[config.mk]
export PLATFORM = sky130hd
export DESIGN_NAME = rv32_lsu
export DESIGN_NICKNAME = d
export VERILOG_FILES = /design/src/rtl/rv32_mem_pkg.sv /design/src/rtl/rv32_lsu_align.sv /design/src/rtl/rv32_lsu.sv
export SDC_FILE = /design/constraint.sdc
export NUM_CORES = 1
export LEC_CHECK = 0
export CAP_MARGIN = 0
export CORE_ASPECT_RATIO = 0.9
export CORE_UTILIZATION = 46
export DETAILED_ROUTE_END_ITERATION = 10
export GPL_ROUTABILITY_DRIVEN = 0
export HOLD_SLACK_MARGIN = 0.1
export PLACE_DENSITY = 0.86
export SETUP_SLACK_MARGIN = 0.1
export SYNTH_ARGS = -nofsm -noshare
export SYNTH_HDL_FRONTEND = slang
export SYNTH_SLANG_ARGS = --single-unit
[constraint.sdc]
create_clock -name clk -period 4.5 [get_ports clk]
set_input_delay 0.9 -clock clk [delete_from_list [all_inputs] [get_ports clk]]
set_output_delay 0.9 -clock clk [all_outputs]
set_load 0.1 [all_outputs]
[src/rtl/rv32_mem_pkg.sv]
// Shared types for the RV32 memory-stage load/store unit.
//   rv32_mem_width_t  : access size of a load/store (byte, half, word)
//   rv32_lsu_state_t  : LSU transaction state (idle, bus request, result done)
package rv32_mem_pkg;

  typedef enum logic [1:0] {
    MemByte = 2'd0,
    MemHalf = 2'd1,
    MemWord = 2'd2
  } rv32_mem_width_t;

  typedef enum logic [1:0] {
    StIdle = 2'd0,
    StReq  = 2'd1,
    StDone = 2'd2
  } rv32_lsu_state_t;

endpackage

[src/rtl/rv32_lsu_align.sv]
// Byte-lane alignment for the load/store unit. Purely combinational.
// Store side works on the access currently in the memory stage; load side works on the
// registered access whose bus word is being returned.
//   i_width, i_addr_lo, i_write, i_wdata : store-side access description
//   o_mask, o_wvalue                     : byte enables and lane-replicated store data
//   o_misaligned                         : access crosses its natural alignment
//   i_ld_width, i_ld_off, i_ld_zext      : registered load description
//   i_ld_word                            : raw 32-bit bus read word
//   o_ld_value                           : extracted and extended load result
module rv32_lsu_align
  import rv32_mem_pkg::*;
(
  input  rv32_mem_width_t i_width,
  input  logic [1:0]      i_addr_lo,
  input  logic            i_write,
  input  logic [31:0]     i_wdata,
  output logic [3:0]      o_mask,
  output logic [31:0]     o_wvalue,
  output logic            o_misaligned,
  input  rv32_mem_width_t i_ld_width,
  input  logic [1:0]      i_ld_off,
  input  logic            i_ld_zext,
  input  logic [31:0]     i_ld_word,
  output logic [31:0]     o_ld_value
);

  logic [31:0] w_shifted;

  always_comb begin
    o_mask       = 4'b0000;
    o_wvalue     = i_wdata;
    o_misaligned = 1'b0;
    case (i_width)
      MemByte: begin
        o_mask   = 4'b0001 << i_addr_lo;
        o_wvalue = {4{i_wdata[7:0]}};
      end
      MemHalf: begin
        o_mask       = 4'b0011 << i_addr_lo;
        o_wvalue     = {2{i_wdata[15:0]}};
        o_misaligned = i_addr_lo[0];
      end
      default: begin
        o_mask       = 4'b1111;
        o_misaligned = (i_addr_lo != 2'b00);
      end
    endcase
    // Loads never enable byte writes.
    if (!i_write) begin
      o_mask = 4'b0000;
    end
  end

  always_comb begin
    w_shifted = i_ld_word >> {i_ld_off, 3'b000};
    case (i_ld_width)
      MemByte: o_ld_value = {{24{~i_ld_zext & w_shifted[7]}}, w_shifted[7:0]};
      MemHalf: o_ld_value = {{16{~i_ld_zext & w_shifted[15]}}, w_shifted[15:0]};
      default: o_ld_value = w_shifted;
    endcase
  end

endmodule

[src/rtl/rv32_lsu.sv]
// RV32 memory-stage load/store unit. Turns one load/store into a single valid/ready bus
// transaction, aligns byte lanes, extends load data and requests a pipeline stall until
// the access completes.
//   clk, reset_n                       : clock, asynchronous active-low reset
//   read_en_in, write_en_in            : load / store present in the stage
//   width_in, zero_extend_in           : access size, unsigned load
//   address_in, write_value_in         : effective address, store data (low bits)
//   stall_in, flush_in                 : hold / squash from the hazard unit
//   read_value_out                     : extended load result, valid in DONE
//   mem_stall_req_out                  : access not yet complete
//   misaligned_out                     : access is misaligned, bus untouched
//   bus_*                              : word-addressed valid/ready data bus
module rv32_lsu
  import rv32_mem_pkg::*;
(
  input  logic            clk,
  input  logic            reset_n,
  input  logic            read_en_in,
  input  logic            write_en_in,
  input  rv32_mem_width_t width_in,
  input  logic            zero_extend_in,
  input  logic [31:0]     address_in,
  input  logic [31:0]     write_value_in,
  input  logic            stall_in,
  input  logic            flush_in,
  output logic [31:0]     read_value_out,
  output logic            mem_stall_req_out,
  output logic            misaligned_out,
  output logic [31:0]     bus_address_out,
  output logic            bus_valid_out,
  output logic            bus_write_out,
  output logic [3:0]      bus_write_mask_out,
  output logic [31:0]     bus_write_value_out,
  input  logic            bus_ready_in,
  input  logic [31:0]     bus_read_value_in
);

  rv32_lsu_state_t r_state, w_state_next;
  logic            r_drop, w_drop_next;
  logic [31:0]     r_addr;
  logic [3:0]      r_mask;
  logic [31:0]     r_wdata;
  logic            r_write;
  rv32_mem_width_t r_width;
  logic            r_zext;
  logic [1:0]      r_off;
  logic [31:0]     r_read_value;

  logic            w_access;
  logic            w_issue;
  logic            w_capture;
  logic [3:0]      w_mask;
  logic [31:0]     w_wvalue;
  logic            w_misaligned;
  logic [31:0]     w_ld_value;

  rv32_lsu_align u_align (
    .i_width      (width_in),
    .i_addr_lo    (address_in[1:0]),
    .i_write      (write_en_in),
    .i_wdata      (write_value_in),
    .o_mask       (w_mask),
    .o_wvalue     (w_wvalue),
    .o_misaligned (w_misaligned),
    .i_ld_width   (r_width),
    .i_ld_off     (r_off),
    .i_ld_zext    (r_zext),
    .i_ld_word    (bus_read_value_in),
    .o_ld_value   (w_ld_value)
  );

  // Only flag misalignment when there is actually an access in the stage.
  assign misaligned_out = (read_en_in | write_en_in) & w_misaligned;
  assign w_access       = (read_en_in | write_en_in) & ~flush_in & ~misaligned_out;

  // While a dropped transaction is still on the bus, this holds a new access back too.
  assign mem_stall_req_out = w_access & ((r_state == StIdle) | (r_state == StReq));

  always_comb begin
    w_state_next = r_state;
    w_drop_next  = r_drop;
    w_issue      = 1'b0;
    w_capture    = 1'b0;
    unique case (r_state)
      StIdle: begin
        if (w_access) begin
          w_issue      = 1'b1;
          w_state_next = StReq;
        end
      end
      StReq: begin
        // The bus transaction is never aborted; a flush only discards its result.
        if (bus_ready_in) begin
          w_drop_next = 1'b0;
          if (r_drop || flush_in) begin
            w_state_next = StIdle;
          end else begin
            w_capture    = 1'b1;
            w_state_next = StDone;
          end
        end else if (flush_in) begin
          w_drop_next = 1'b1;
        end
      end
      StDone: begin
        if (!stall_in || flush_in) begin
          w_state_next = StIdle;
        end
      end
      default: w_state_next = StIdle;
    endcase
  end

  always_ff @(posedge clk or negedge reset_n) begin
    if (!reset_n) begin
      r_state <= StIdle;
      r_drop  <= 1'b0;
    end else begin
      r_state <= w_state_next;
      r_drop  <= w_drop_next;
    end
  end

  always_ff @(posedge clk or negedge reset_n) begin
    if (!reset_n) begin
      r_addr       <= '0;
      r_mask       <= '0;
      r_wdata      <= '0;
      r_write      <= 1'b0;
      r_width      <= MemByte;
      r_zext       <= 1'b0;
      r_off        <= '0;
      r_read_value <= '0;
    end else begin
      if (w_issue) begin
        r_addr  <= {address_in[31:2], 2'b00};
        r_mask  <= w_mask;
        r_wdata <= w_wvalue;
        r_write <= write_en_in;
        r_width <= width_in;
        r_zext  <= zero_extend_in;
        r_off   <= address_in[1:0];
      end
      if (w_capture) begin
        r_read_value <= w_ld_value;
      end
    end
  end

  assign bus_valid_out       = (r_state == StReq);
  assign bus_address_out     = r_addr;
  assign bus_write_out       = r_write;
  assign bus_write_mask_out  = r_mask;
  assign bus_write_value_out = r_wdata;
  assign read_value_out      = r_read_value;

endmodule

# Yosys cells after proc, flatten, opt, wreduce, memory -nomap -nowiden
# Index checks and enable logic that the tools add are counted.
# classes
n_eq_ne	7
shift	3
mux	17
n_bitwise	11
n_reduce_logical	10
# ops
operator	count
32-bit case mux with 2 select lines	2
32-bit by 5-bit right shift with 32-bit output	1
2-bit 2-to-1 mux	4
4-bit case mux with 2 select lines	1
1-bit 2-to-1 mux	7
1-bit bitwise AND	6
2-bit by 1-bit == test with 1-bit output (second input constant)	3
2-bit zero test	3
2-bit case mux with 3 select lines	1
4-bit 2-to-1 mux	1
2-bit != test (second input constant)	2
2-bit nonzero test	2
1-bit by 2-bit left shift with 4-bit output (first input constant)	1
2-bit by 2-bit left shift with 4-bit output (first input constant)	1
1-bit inverter	3
3-bit AND reduction	1
2-bit == test (second input constant)	1
1-bit logical OR	2
2-bit by 1-bit != test with 1-bit output (second input constant)	1
1-bit OR	2
1-bit case mux with 2 select lines	1
2-bit AND reduction	1
1-bit zero test	1
# totals
regBits	107
input_bits	106
output_inout_bits	104
word_cells	58

# Logic depth before layout (Yosys ltp)
# Gate-level depths: netlist (run 1).
# depth
word_depth	7
depth_mapped	6
ltp_nobuf	4

# Modules after synthesis
# Synthesis (run 1) repeated with hierarchy kept, for this count alone.
# hier_totals
hier_cells	407
hier_area_um2	5655.4
# modules_own_cells
module	instances	cells_each	area_per_inst_um2	seq_area_each_um2
rv32_lsu	1	239	4406.7	2677.6
rv32_lsu_align	1	168	1248.7	0.0

# Least setup slack after synthesis (run 1)
# Ideal clock, no wire load.
# synth_timing
kind	input-to-output
startpoint	input port address_in[0]
endpoint	output port mem_stall_req_out
arrival_ns	4.025
required_time_ns	3.600
setup_slack_ns	-0.425
path_stages	3
path_buffers	0
cell_sequence	a21oi_1 -> nor2_1 -> nor4_1
# synth_via
elab_chain_len	6
# synth_rtl
item	line	rtl
start: declaration	rv32_lsu.sv:22	input logic [31:0] address_in,
2-bit nonzero test	rv32_lsu_align.sv:45	o_misaligned = (i_addr_lo != 2'b00);
1-bit case mux with 2 select lines (*)	rv32_lsu_align.sv:33	case (i_width)
1-bit bitwise AND (*)	rv32_lsu.sv:73	assign misaligned_out = (read_en_in | write_en_in) & w_misaligned;
1-bit inverter (*)	rv32_lsu.sv:74	assign w_access = (read_en_in | write_en_in) & ~flush_in & ~misaligned_out;
1-bit bitwise AND (*)	rv32_lsu.sv:74	
1-bit bitwise AND (*)	rv32_lsu.sv:77	assign mem_stall_req_out = w_access & ((r_state == StIdle) | (r_state == StReq));
end: declaration	rv32_lsu.sv:27	output logic mem_stall_req_out,
# Every way passes the cells marked *; elsewhere a longest branch is shown, timed or not.

# Worst setup path after layout (run 1)
# layout_timing
startpoint	input port width_in[0]
endpoint	output port mem_stall_req_out
# layout_via
elab_chain_len	6
# layout_rtl
item	line	rtl
start: declaration	rv32_lsu.sv:20	input rv32_mem_width_t width_in,
2-bit by 1-bit == test with 1-bit output / 2-bit zero test (equally long branches)	rv32_lsu_align.sv:33	
1-bit case mux with 2 select lines (*)	rv32_lsu_align.sv:33	
1-bit bitwise AND (*)	rv32_lsu.sv:73	
1-bit inverter (*)	rv32_lsu.sv:74	
1-bit bitwise AND (*)	rv32_lsu.sv:74	
1-bit bitwise AND (*)	rv32_lsu.sv:77	
# Marked as above.

==> results of run 1 <==
## synthesized netlist by cell type, drive strengths merged
cell and n:
buf 24, a22o 7, nor4 1, mux2 50, nor3 3, o31ai 2
or2 2, conb 1, and2 1, nand2b 3, and2b 1, nand3b 2
o21ai 40, a211oi 8, inv 1, a21oi 45, nor2 35, dfrtp 107
nand2 34, o211ai 2, o22a 8, mux4 1, a21o 1, clkbuf 5
nand4b 1, nor2b 9, or4 1, a31oi 1, or3 2, mux2i 41
## cell usage in the layout, fill, tap and decap left out, types with 2 or more instances in the layout
| cell | n |
|---|---|
| sky130_fd_sc_hd__a21oi_1 | 44 |
| sky130_fd_sc_hd__mux2i_1 | 41 |
| sky130_fd_sc_hd__mux2_2 | 50 |
| sky130_fd_sc_hd__nand3b_1 | 2 |
| sky130_fd_sc_hd__o211ai_1 | 2 |
| sky130_fd_sc_hd__nand2_1 | 34 |
| sky130_fd_sc_hd__clkinv_4 | 2 |
| sky130_fd_sc_hd__nor3_1 | 2 |
| sky130_fd_sc_hd__dfrtp_1 | 107 |
| sky130_fd_sc_hd__o31ai_1 | 2 |
| sky130_fd_sc_hd__nor2_1 | 34 |
| sky130_fd_sc_hd__o22a_1 | 8 |
| sky130_fd_sc_hd__clkbuf_8 | 2 |
| sky130_fd_sc_hd__nand2b_1 | 3 |
| sky130_fd_sc_hd__clkbuf_16 | 9 |
| sky130_fd_sc_hd__clkdlybuf4s50_1 | 204 |
| sky130_fd_sc_hd__a22o_1 | 7 |
| sky130_fd_sc_hd__a211oi_1 | 8 |
| sky130_fd_sc_hd__nor2b_1 | 8 |
| sky130_fd_sc_hd__or3_1 | 2 |
| sky130_fd_sc_hd__conb_1 | 2 |
| sky130_fd_sc_hd__o21ai_0 | 40 |
| sky130_fd_sc_hd__or2_2 | 2 |
| sky130_fd_sc_hd__buf_4 | 8 |
| sky130_fd_sc_hd__buf_12 | 3 |
## worst max-delay path by stage
stage | end | slack, ns | cells past startpoint
3_3_place_gp | mem_stall_req_out | 1.20 | 6
5_1_grt | mem_stall_req_out | 1.07 | 6
4_1_cts | mem_stall_req_out | 1.17 | 6
6_report | mem_stall_req_out | 1.19 | 6
3_5_place_dp | mem_stall_req_out | 1.18 | 6
2_1_floorplan | misaligned_out | 0.55 | 2
## critical path, cell delays in order
cell and delay [ns]:
sky130_fd_sc_hd__clkdlybuf4s50_1 0.40, sky130_fd_sc_hd__buf_4 0.20, sky130_fd_sc_hd__a21oi_1 0.24, sky130_fd_sc_hd__nor2_1 0.10, sky130_fd_sc_hd__nor4_2 0.33, sky130_fd_sc_hd__buf_12 0.22
## kinds of logic after synthesis
| group | Yosys count | synth area share |
|---|---|---|
| AOI/OAI and AO/OA | 114 | 0.136 |
| buffers and inverters | 30 | 0.0406 |
| DFF | 107 | 0.536 |
| muxes | 92 | 0.199 |
| other | 1 | 0.000751 |
| and+or+nand+nor | 95 | 0.0872 |
## area by class of cell
type,instances,area [sq um],area share
Sequential cell,107,2680,0.361
Timing Repair Buffer,215,2160,0.291
Multi-Input combinational cell,303,2120,0.286
Clock buffer,11,253,0.0340
Tap cell,129,161,0.0217
Clock inverter,5,45.0,0.00606
Inverter,1,3.75,0.000505
## sequential cells by signal (all words and copies together) (netlist names)
signal               count
bus_address_out         30
bus_write_mask_out       4
bus_write_out            1
bus_write_value_out     32
r_drop                   1
r_off                    2
r_state                  2
r_width                  2
r_zext                   1
read_value_out          32
## per-stage QoR
stage                     setup WS, ns  hold WS (ns)  cell area [sq um]
final                             1.19         0.478               7430
after global routing              1.07         0.512               7430
after CTS                         1.17         0.487               7430
after detailed placement          1.18         0.471               7130
after global placement            1.20         0.461               7130
after floorplan                  0.547         0.480               5000
## metal layers
layer | wire [um] | track usage | up-vias
met4 | 248 | 0.0780 | 0
met1 | 5250 | 0.295 | 2038
met3 | 1480 | 0.0854 | 18
met5 | 0 | 0 | -
met2 | 6590 | 0.417 | 191
li1 | - | - | 1955
==> metrics.txt, run 1 <==
outcome finished, violations left; failing checks design-rule violations; post-DR vias/cell 5.45; type of the worst min-delay path register to register; worst endpoint required time 3.60 ns; H-Tree Level Count 3; Final Instance Count excl. Fillers 771; Final Skew 0.00902 ns; post-synthesis average cell area 11.4 sq um; Detailed Route Iter0 Violations 209; floorplan die width 112 um; cell accounting for the most synthesized area sky130_fd_sc_hd__dfrtp_1; area share of the largest cell type after synthesis 0.536; final hold violations 0; Layout area overhead 48.7%; Total Neg Setup Slack 0 ns; CTS tree built; die outline area 11,300 sq um; sum of net half-perimeters after detailed placement 10,200 um; number of distinct library cell variants in the gate-level netlist after synthesis 37; count of standard-cell rows 35; number of instances in the placed design 755; Post-layout nets 743; R2R Path Start r_off[1]; crit path from width_in[0]; Overall Global Routing Usage 0.246; part of the cycle the worst path needs 0.737; post-CTS setup buffers 0; number of cells on the worst hold path 2; leading post-synthesis cells by cell area sky130_fd_sc_hd__dfrtp_1 (54%), sky130_fd_sc_hd__mux2_2 (11%), sky130_fd_sc_hd__mux2i_1 (8.2%); number of nets still failing antenna checks after routing 0; hold path endpoint bus_write_value_out[29]; total standard cell area after synthesis 4990 sq um; post-synthesis cell count 439; setup slack, reg-to-reg 2.51 ns; setup repair after global routing missed its margin no; largest net degree at the start of global routing 83; clock net sink count 107; Final Max Tran Viols 0; Period minus WS final 3.31 ns; crit end category output pin; clock root buffer sky130_fd_sc_hd__clkbuf_16; grt ovf 0; Synth warnings 0; cell depth of the worst flop-to-flop path 5; WS Path Type input pin to output pin; Floorplan Core Area 10,400 sq um; # port buffers 207; Least-Margin Pin Slew 1.06 ns; total via count in the routed design 4,202; number of antenna violations at the first check in global routing 0; cts repair resizes 0; routed wirelength normalized by instance count 17.6 um; DRC violations left 16; startpoint of the most critical hold path bus_write_value_out[29]; total wire length after detailed routing 13,600 um; final core area utilization 0.716; startpoint type of the worst setup path input pin; Crit path arrival time 2.41 ns; height of the die 101 um; layout cell share with drive strength beyond 1 0.134; Final setup violation count 0; count of pins on the block boundary 210; worst-case headroom to the max-slew limit 0.288; fill cell instance count of the final layout 743; clock buffer count from CTS 9; maximum net fanout on the critical path 13; vias in the first global route 4,280; total inserted antenna cells 0; hold buffer count at CTS 0; first-pass iteration count of the detailed router 10; max cap viols 0; share of synthesized area occupied by flip-flops and latches 0.536; global-route wire length before repair 21,600 um; highest attainable clock frequency 302 MHz; clock edge transition at the registers on the reported setup and hold paths 0.07 ns; clk buf depth 2; initial core utilization 0.481; worst reg2reg path endpoint read_value_out[24]; synthesized flop and latch total 107; clk_lat worst skew 0.33 ns
Power of run 1 is not shown: default switching activity piles up to over one toggle a cycle in this logic, so the estimate is an artifact.
==> run 2, diff against run 1 <==
Settings changed: CORE_UTILIZATION 46 to 43, PLACE_DENSITY 0.86 to 0.81.
Clock period 4.5 ns to 3.36 ns, I/O delays scaled along.
==> run 2 against run 1 <==
Effect of this change: the run now ends clean; sequential share of layout area rose by 0.95 points; wire length rose by 2.5%; worst setup slack got worse by 0.77 ns; critical path depth fell by 1; core utilization fell by 6.3 points; final cell count rose by 2.9%; count of clock-buffer cells in the layout did not move; non-clock buffer count fell by 1; via count fell by 0.14%; cell area fell by 2.6%; global-route usage fell by 0.45 points; critical endpoint unchanged.
==> metrics.txt, run 2 (synthesized netlist as in run 1, its figures left out) <==
Detail Route met3 WL 1580 um (+7.2%); cts repair resizes 0 (unchanged); setup slack, reg-to-reg 1.01 ns (-1.50 ns); startpoint type of the worst setup path input pin; Least-Margin Pin Slew 1.15 ns (+0.0845 ns); DRC violations left 0 (-16); sum of buffers and inverters on the critical path 2 (-1); Overall Global Routing Usage 0.241 (-0.00451); Period minus WS final 2.94 ns; Final setup violation count 0 (unchanged); Post-layout nets 742 (-0.13%); layout cell share with drive strength beyond 1 0.275 (+0.141); count of pins on the block boundary 210 (unchanged); total via count in the routed design 4,196 (-0.14%); crit end category output pin; post-layout worst setup margin 0.416 ns (-0.769 ns); vias in the first global route 4,349 (+1.6%); met1 WL 5390 um (+2.7%); sum of net half-perimeters after detailed placement 10,200 um (-0.23%); most common cell after layout, fill and taps aside sky130_fd_sc_hd__clkdlybuf4s50_1; most used cells in the layout excluding fill and tap cells sky130_fd_sc_hd__clkdlybuf4s50_1 (113), sky130_fd_sc_hd__dfrtp_1 (107), sky130_fd_sc_hd__buf_4 (97), sky130_fd_sc_hd__mux2_2 (50), sky130_fd_sc_hd__a21oi_1 (44); routed length on met2 6710 um (+1.9%); post-DR vias/cell 5.29 (-2.9%); hold buffer count at CTS 0 (unchanged); CTS tree built; worst-case headroom to the max-slew limit 0.234 (-0.0541); type of the worst min-delay path input pin to asynchronous set/reset pin; largest net degree at the start of global routing 102 (+23%); count of standard-cell rows 36 (+2.9%); worst endpoint required time 2.69 ns (-0.91 ns); initial core utilization 0.451 (-0.0305); Crit path arrival time 2.27 ns (-0.14 ns); post-CTS setup buffers 0 (unchanged); Final Max Tran Viols 0 (unchanged); global-route wire length before repair 22,200 um (+2.9%); outcome finished, final reports clean; setup repair after global routing missed its margin no; area post-placement 6940 sq um (-2.7%); first-pass iteration count of the detailed router 4 (-6); Layout area overhead 44.9%; clock root buffer sky130_fd_sc_hd__clkbuf_16; height of the die 104 um (+3.4%); total inserted antenna cells 0 (unchanged); number of antenna violations at the first check in global routing 0 (unchanged); Floorplan Core Area 11,100 sq um (+6.8%); Final Skew 0.00560 ns (-0.00342 ns); uppermost metal layer occupied by signal nets met4; crit path cell chain clkdlybuf4s50_1 > a21oi_1 > nor2_1 > nor4_2 > buf_12; die outline area 12,100 sq um (+6.8%); maximum net fanout on the critical path 6 (-7); floorplan die width 116 um (+3.4%); clock net sink count 107 (unchanged); WS Path Type input pin to output pin; post-route standard cell area excluding fillers 7240 sq um (-2.6%); clock buffer count from CTS 9 (unchanged); total wire length after detailed routing 13,900 um (+2.5%); number of nets still failing antenna checks after routing 0 (unchanged); clk buf depth 2 (unchanged); highest attainable clock frequency 340 MHz; grt ovf 0 (unchanged); fill cell instance count of the final layout 886 (+19%); routed wirelength normalized by instance count 17.5 um (-0.36%); clk_lat worst skew 0.35 ns (+0.02 ns); Detailed Route Iter0 Violations 174 (-17%); # port buffers 207 (unchanged); part of the cycle the worst path needs 0.876; final hold violations 0 (unchanged); max cap viols 0 (unchanged); H-Tree Level Count 3 (unchanged); Slowest cell on crit path sky130_fd_sc_hd__clkdlybuf4s50_1; clock edge transition at the registers on the reported setup and hold paths 0.07 ns (about the same); CP max stage delay 0.52 ns (+0.12 ns); Total Neg Setup Slack 0 ns (unchanged); CP top delay family buffers and inverters; Placement Setup Slack 0.405 ns (-0.778 ns)
run 2: changes by cell type in the layout (fill, tap and decap cells not counted), sizes merged:
cell and change:
clkdlybuf4s50 -91, clkinv +1, bufinv +1, buf +90
inv -2
run 2: layout make-up:
cell class,instances,area [sq um],share of cell area
Timing Repair Buffer,214,1940,0.268
Sequential cell,107,2680,0.370
Tap cell,152,190,0.0263
Clock buffer,11,243,0.0335
Clock inverter,5,52.6,0.00726
Inverter,1,3.75,0.000519
Multi-Input combinational cell,303,2130,0.294
run 2: final timing paths:
check	from	to	cells past startpoint
worst max-delay path	address_in[0]	mem_stall_req_out	5
worst min-delay path	reset_n	read_value_out[16]	1
worst max register to register	r_off[1]	read_value_out[25]	4
worst min register to register	bus_write_value_out[12]	bus_write_value_out[12]	2
max in group asynchronous	reset_n	bus_write_value_out[22]	2
min in group clk	bus_write_value_out[12]	bus_write_value_out[12]	2
run 2: routing by layer:
metal,up-vias,GRT usage
li1,1964,-
met1,2025,0.276
met2,186,0.404
met3,21,0.103
met4,0,0.0770
met5,-,0
run 2: stage by stage:
step                      std cells  hold WS (ns)  utilization
final                           793         0.349        0.653
after global routing            793         0.374        0.653
after CTS                       793         0.360        0.653
after detailed placement        777         0.469        0.626
after global placement          777         0.466        0.626
after floorplan                 440         0.376            -
Power of run 2 is left out for the same reason.
==> run 3, diff against run 2 <==
--- a/config.mk
+++ b/config.mk
@@ -9,3 +9,3 @@
 export CORE_ASPECT_RATIO = 0.9
-export CORE_UTILIZATION = 43
+export CORE_UTILIZATION = 45
 export DETAILED_ROUTE_END_ITERATION = 10
@@ -17,2 +17,4 @@
 export SYNTH_HDL_FRONTEND = slang
+export SYNTH_HIERARCHICAL = 1
 export SYNTH_SLANG_ARGS = --single-unit
+export TNS_END_PERCENT = 20
==> constraint.sdc (replaced) <==
create_clock -name clk -period 3.36 [get_ports clk]
set_input_delay 0.504 -clock clk [delete_from_list [all_inputs] [get_ports clk]]
set_output_delay 0.504 -clock clk [all_outputs]
set_load 0.1 [all_outputs]
==> run 3 against run 2 <==
Effect of this change: synthesized area increased by 13%; sequential cell count unchanged; wire length increased by 4.2%; non-clock buffer count increased by 2; global-route usage decreased by 0.88 points; worst hold slack got worse by 0.10 ns; register-to-register slack improved by 0.19 ns; highest routed layer unchanged; critical endpoint is now misaligned_out; clock skew increased by 0.0057 ns; worst setup slack improved by 0.40 ns; first-iteration DRC count increased by 24%; fmax increased by 16%; core utilization increased by 1.0 points.
==> metrics.txt, run 3 <==
total wire length after detailed routing 14,500 um (+4.2%); final hold violations 0 (unchanged); clock edge transition at the registers on the reported setup and hold paths 0.07 ns (about the same); sum of net half-perimeters after detailed placement 10,400 um (+2.8%); sum of buffers and inverters on the critical path 2 (unchanged); initial core utilization 0.465 (+0.0139); Final Skew 0.0113 ns (+0.00574 ns); Synth Area in XOR/XNOR 0.00155 (+0.00155); largest net degree at the start of global routing 69 (-32%); highest attainable clock frequency 393 MHz (+16%); CTS tree built; most used cells in the layout excluding fill and tap cells sky130_fd_sc_hd__clkdlybuf4s50_1 (201), sky130_fd_sc_hd__dfrtp_1 (107), sky130_fd_sc_hd__mux2_4 (83), sky130_fd_sc_hd__mux2_2 (40), sky130_fd_sc_hd__a21oi_1 (27); worst-case headroom to the max-slew limit 0.315 (+0.0817); synthesized flop and latch total 107 (unchanged); floorplan die width 120 um (+3.9%); clk buf depth 2 (unchanged); count of pins on the block boundary 210 (unchanged); H-Tree Level Count 3 (unchanged); layout cell share with drive strength beyond 1 0.284 (+0.00973); Synth Area in Simple Gates 0.0524 (-0.0347); async set-or-reset flop fraction in the synthesized netlist 1.00 (unchanged); count of standard-cell rows 38 (+5.6%); adder-cell share of the synthesized area 0 (unchanged); Period minus WS final 2.54 ns (-0.401 ns); leading post-synthesis cells by cell area sky130_fd_sc_hd__dfrtp_1 (47%), sky130_fd_sc_hd__mux2_4 (22%), sky130_fd_sc_hd__mux2_2 (8.0%); area share of the largest cell type after synthesis 0.473 (-0.0626); post-synthesis average cell area 13.9 sq um (+22%); post-CTS setup buffers 0 (unchanged); Detailed Route Iter0 Violations 215 (+24%); outcome finished, final reports clean; vias in the first global route 4,278 (-1.6%); Post-layout nets 706 (-4.9%); met1 usage in global routing 0.278 (+0.00207); number of antenna violations at the first check in global routing 0 (unchanged); global-route wire length before repair 22,900 um (+2.9%); Total Neg Setup Slack 0 ns (unchanged); total standard cell area after synthesis 5660 sq um (+13%); die outline area 13,000 sq um (+8.0%); type of the worst min-delay path input pin to asynchronous set/reset pin; Least-Margin Pin Slew 1.02 ns (-0.126 ns); number of nets still failing antenna checks after routing 0 (unchanged); setup repair after global routing missed its margin no; fill cell instance count of the final layout 895 (+1.0%); DRC violations left 0 (unchanged); crit path cell chain clkdlybuf4s50_1 > nor2_1 > nor2_1 > nor2b_1 > buf_12; Slowest cell on crit path sky130_fd_sc_hd__clkdlybuf4s50_1; most utilized layer in the global route result met2; Crit path arrival time 2.04 ns (-0.23 ns); multiplexer share of the synthesized area 0.342 (+0.143); part of the cycle the worst path needs 0.757 (-0.119); EDFF count, synth 0 (unchanged); Overall Global Routing Usage 0.232 (-0.00883); crit end category output pin; met3 track demand over resource in global routing 0.0907 (-0.0118); most common cell after layout, fill and taps aside sky130_fd_sc_hd__clkdlybuf4s50_1; CP max stage delay 0.56 ns (+0.04 ns); setup slack, reg-to-reg 1.20 ns (+0.19 ns); Floorplan Core Area 12,200 sq um (+9.8%); CP top delay family buffers and inverters; cell accounting for the most synthesized area sky130_fd_sc_hd__dfrtp_1; Synth warnings 6 (+6); Layout area overhead 42.7%; height of the die 108 um (+3.9%); Final setup violation count 0 (unchanged); hold buffer count at CTS 0 (unchanged); number of distinct library cell variants in the gate-level netlist after synthesis 33 (-11%); total inserted antenna cells 0 (unchanged); grt ovf 0 (unchanged); WS Path Type input pin to output pin; routed wirelength normalized by instance count 18.9 um (+8.0%); cts repair resizes 0 (unchanged); startpoint type of the worst setup path input pin; commonest cells in the synthesized netlist sky130_fd_sc_hd__dfrtp_1 (107), sky130_fd_sc_hd__mux2_4 (83), sky130_fd_sc_hd__mux2_2 (40); clock net sink count 107 (unchanged); compound-cell area share of the yosys netlist 0.0799 (-0.0562); post-synthesis cell count 407 (-7.3%); cell with the most instances after synthesis sky130_fd_sc_hd__dfrtp_1; clock buffer count from CTS 9 (unchanged); Final Max Tran Viols 0 (unchanged); total via count in the routed design 4,002 (-4.6%); worst endpoint required time 2.86 ns (+0.17 ns); # port buffers 207 (unchanged); predominant post-synthesis flop cell sky130_fd_sc_hd__dfrtp_1; maximum net fanout on the critical path 6 (unchanged); most used cell along the critical path sky130_fd_sc_hd__nor2_1; post-DR vias/cell 5.23 (-1.1%); clock root buffer sky130_fd_sc_hd__clkbuf_16; first-pass iteration count of the detailed router 4 (unchanged); share of synthesized area occupied by flip-flops and latches 0.473 (-0.0626); dominant combinational cell family by area after synthesis multiplexers; max cap viols 0 (unchanged); clk_lat worst skew 0.35 ns (about the same); GRT met2 Usage 0.381 (-0.0232)
-- run 3: cell types whose count changed after synthesis, moves of 10 or more --
cell,change
sky130_fd_sc_hd__mux2_2,-10
sky130_fd_sc_hd__mux2_4,+83
sky130_fd_sc_hd__a21oi_1,-17
sky130_fd_sc_hd__mux2i_1,-17
sky130_fd_sc_hd__o21ai_0,-31
sky130_fd_sc_hd__nor2_1,-25
sky130_fd_sc_hd__nand2_1,-24
-- run 3: worst paths after layout --
path | cells after the start | start | endpoint
max | 5 | address_in[1] | misaligned_out
min | 1 | reset_n | bus_address_out[23]
max reg2reg | 5 | r_off[1] | read_value_out[11]
min reg2reg | 1 | read_value_out[10] | read_value_out[10]
max in group asynchronous | 2 | reset_n | read_value_out[26]
min in group clk | 1 | read_value_out[10] | read_value_out[10]
-- run 3: per-stage QoR --
| step | std cells | area [sq um] | hold WS (ns) | util | setup WS, ns |
|---|---|---|---|---|---|
| global placement | 749 | 7770 | 0.489 | 0.639 | 0.674 |
| CTS | 765 | 8070 | 0.285 | 0.663 | 0.815 |
| detailed placement | 749 | 7770 | 0.493 | 0.639 | 0.621 |
| global route | 765 | 8070 | 0.318 | 0.663 | 0.694 |
| floorplan | 408 | 5670 | 0.208 | - | 0.119 |
| finish | 765 | 8070 | 0.248 | 0.663 | 0.817 |
-- run 3: kinds of logic after synthesis --
logic type | after synthesis
buf+inv | 36
xor+xnor | 1
simple gates | 49
other cells | 1
compound gates | 66
mux | 147
flops | 107
-- run 3: layout make-up --
class                   count  area [sq um]  area share
multi-input cells         265          2720       0.337
flip-flops and latches    107          2680       0.332
repair buffers            216          2170       0.269
clock buffers               9           225      0.0279
well taps                 160           200      0.0248
clock inverters             7          73.8     0.00915
inverters                   1          3.75    0.000465
-- run 3: per-layer routing --
metal / part of all wire / up-vias
met5: 0 / -
met4: 0.020 / 0
li1: - / 1834
met2: 0.47 / 182
met3: 0.093 / 21
met1: 0.42 / 1965
-- run 3: worst register-to-register path: cells and delay by family (launching register included) --
family                 cells  cell delay, ns
buffers and inverters      1            0.34
AOI/OAI and AO/OA          2            0.59
muxes                      2            0.67
DFF                        1            0.45
Power of run 3 is left out for the same reason.
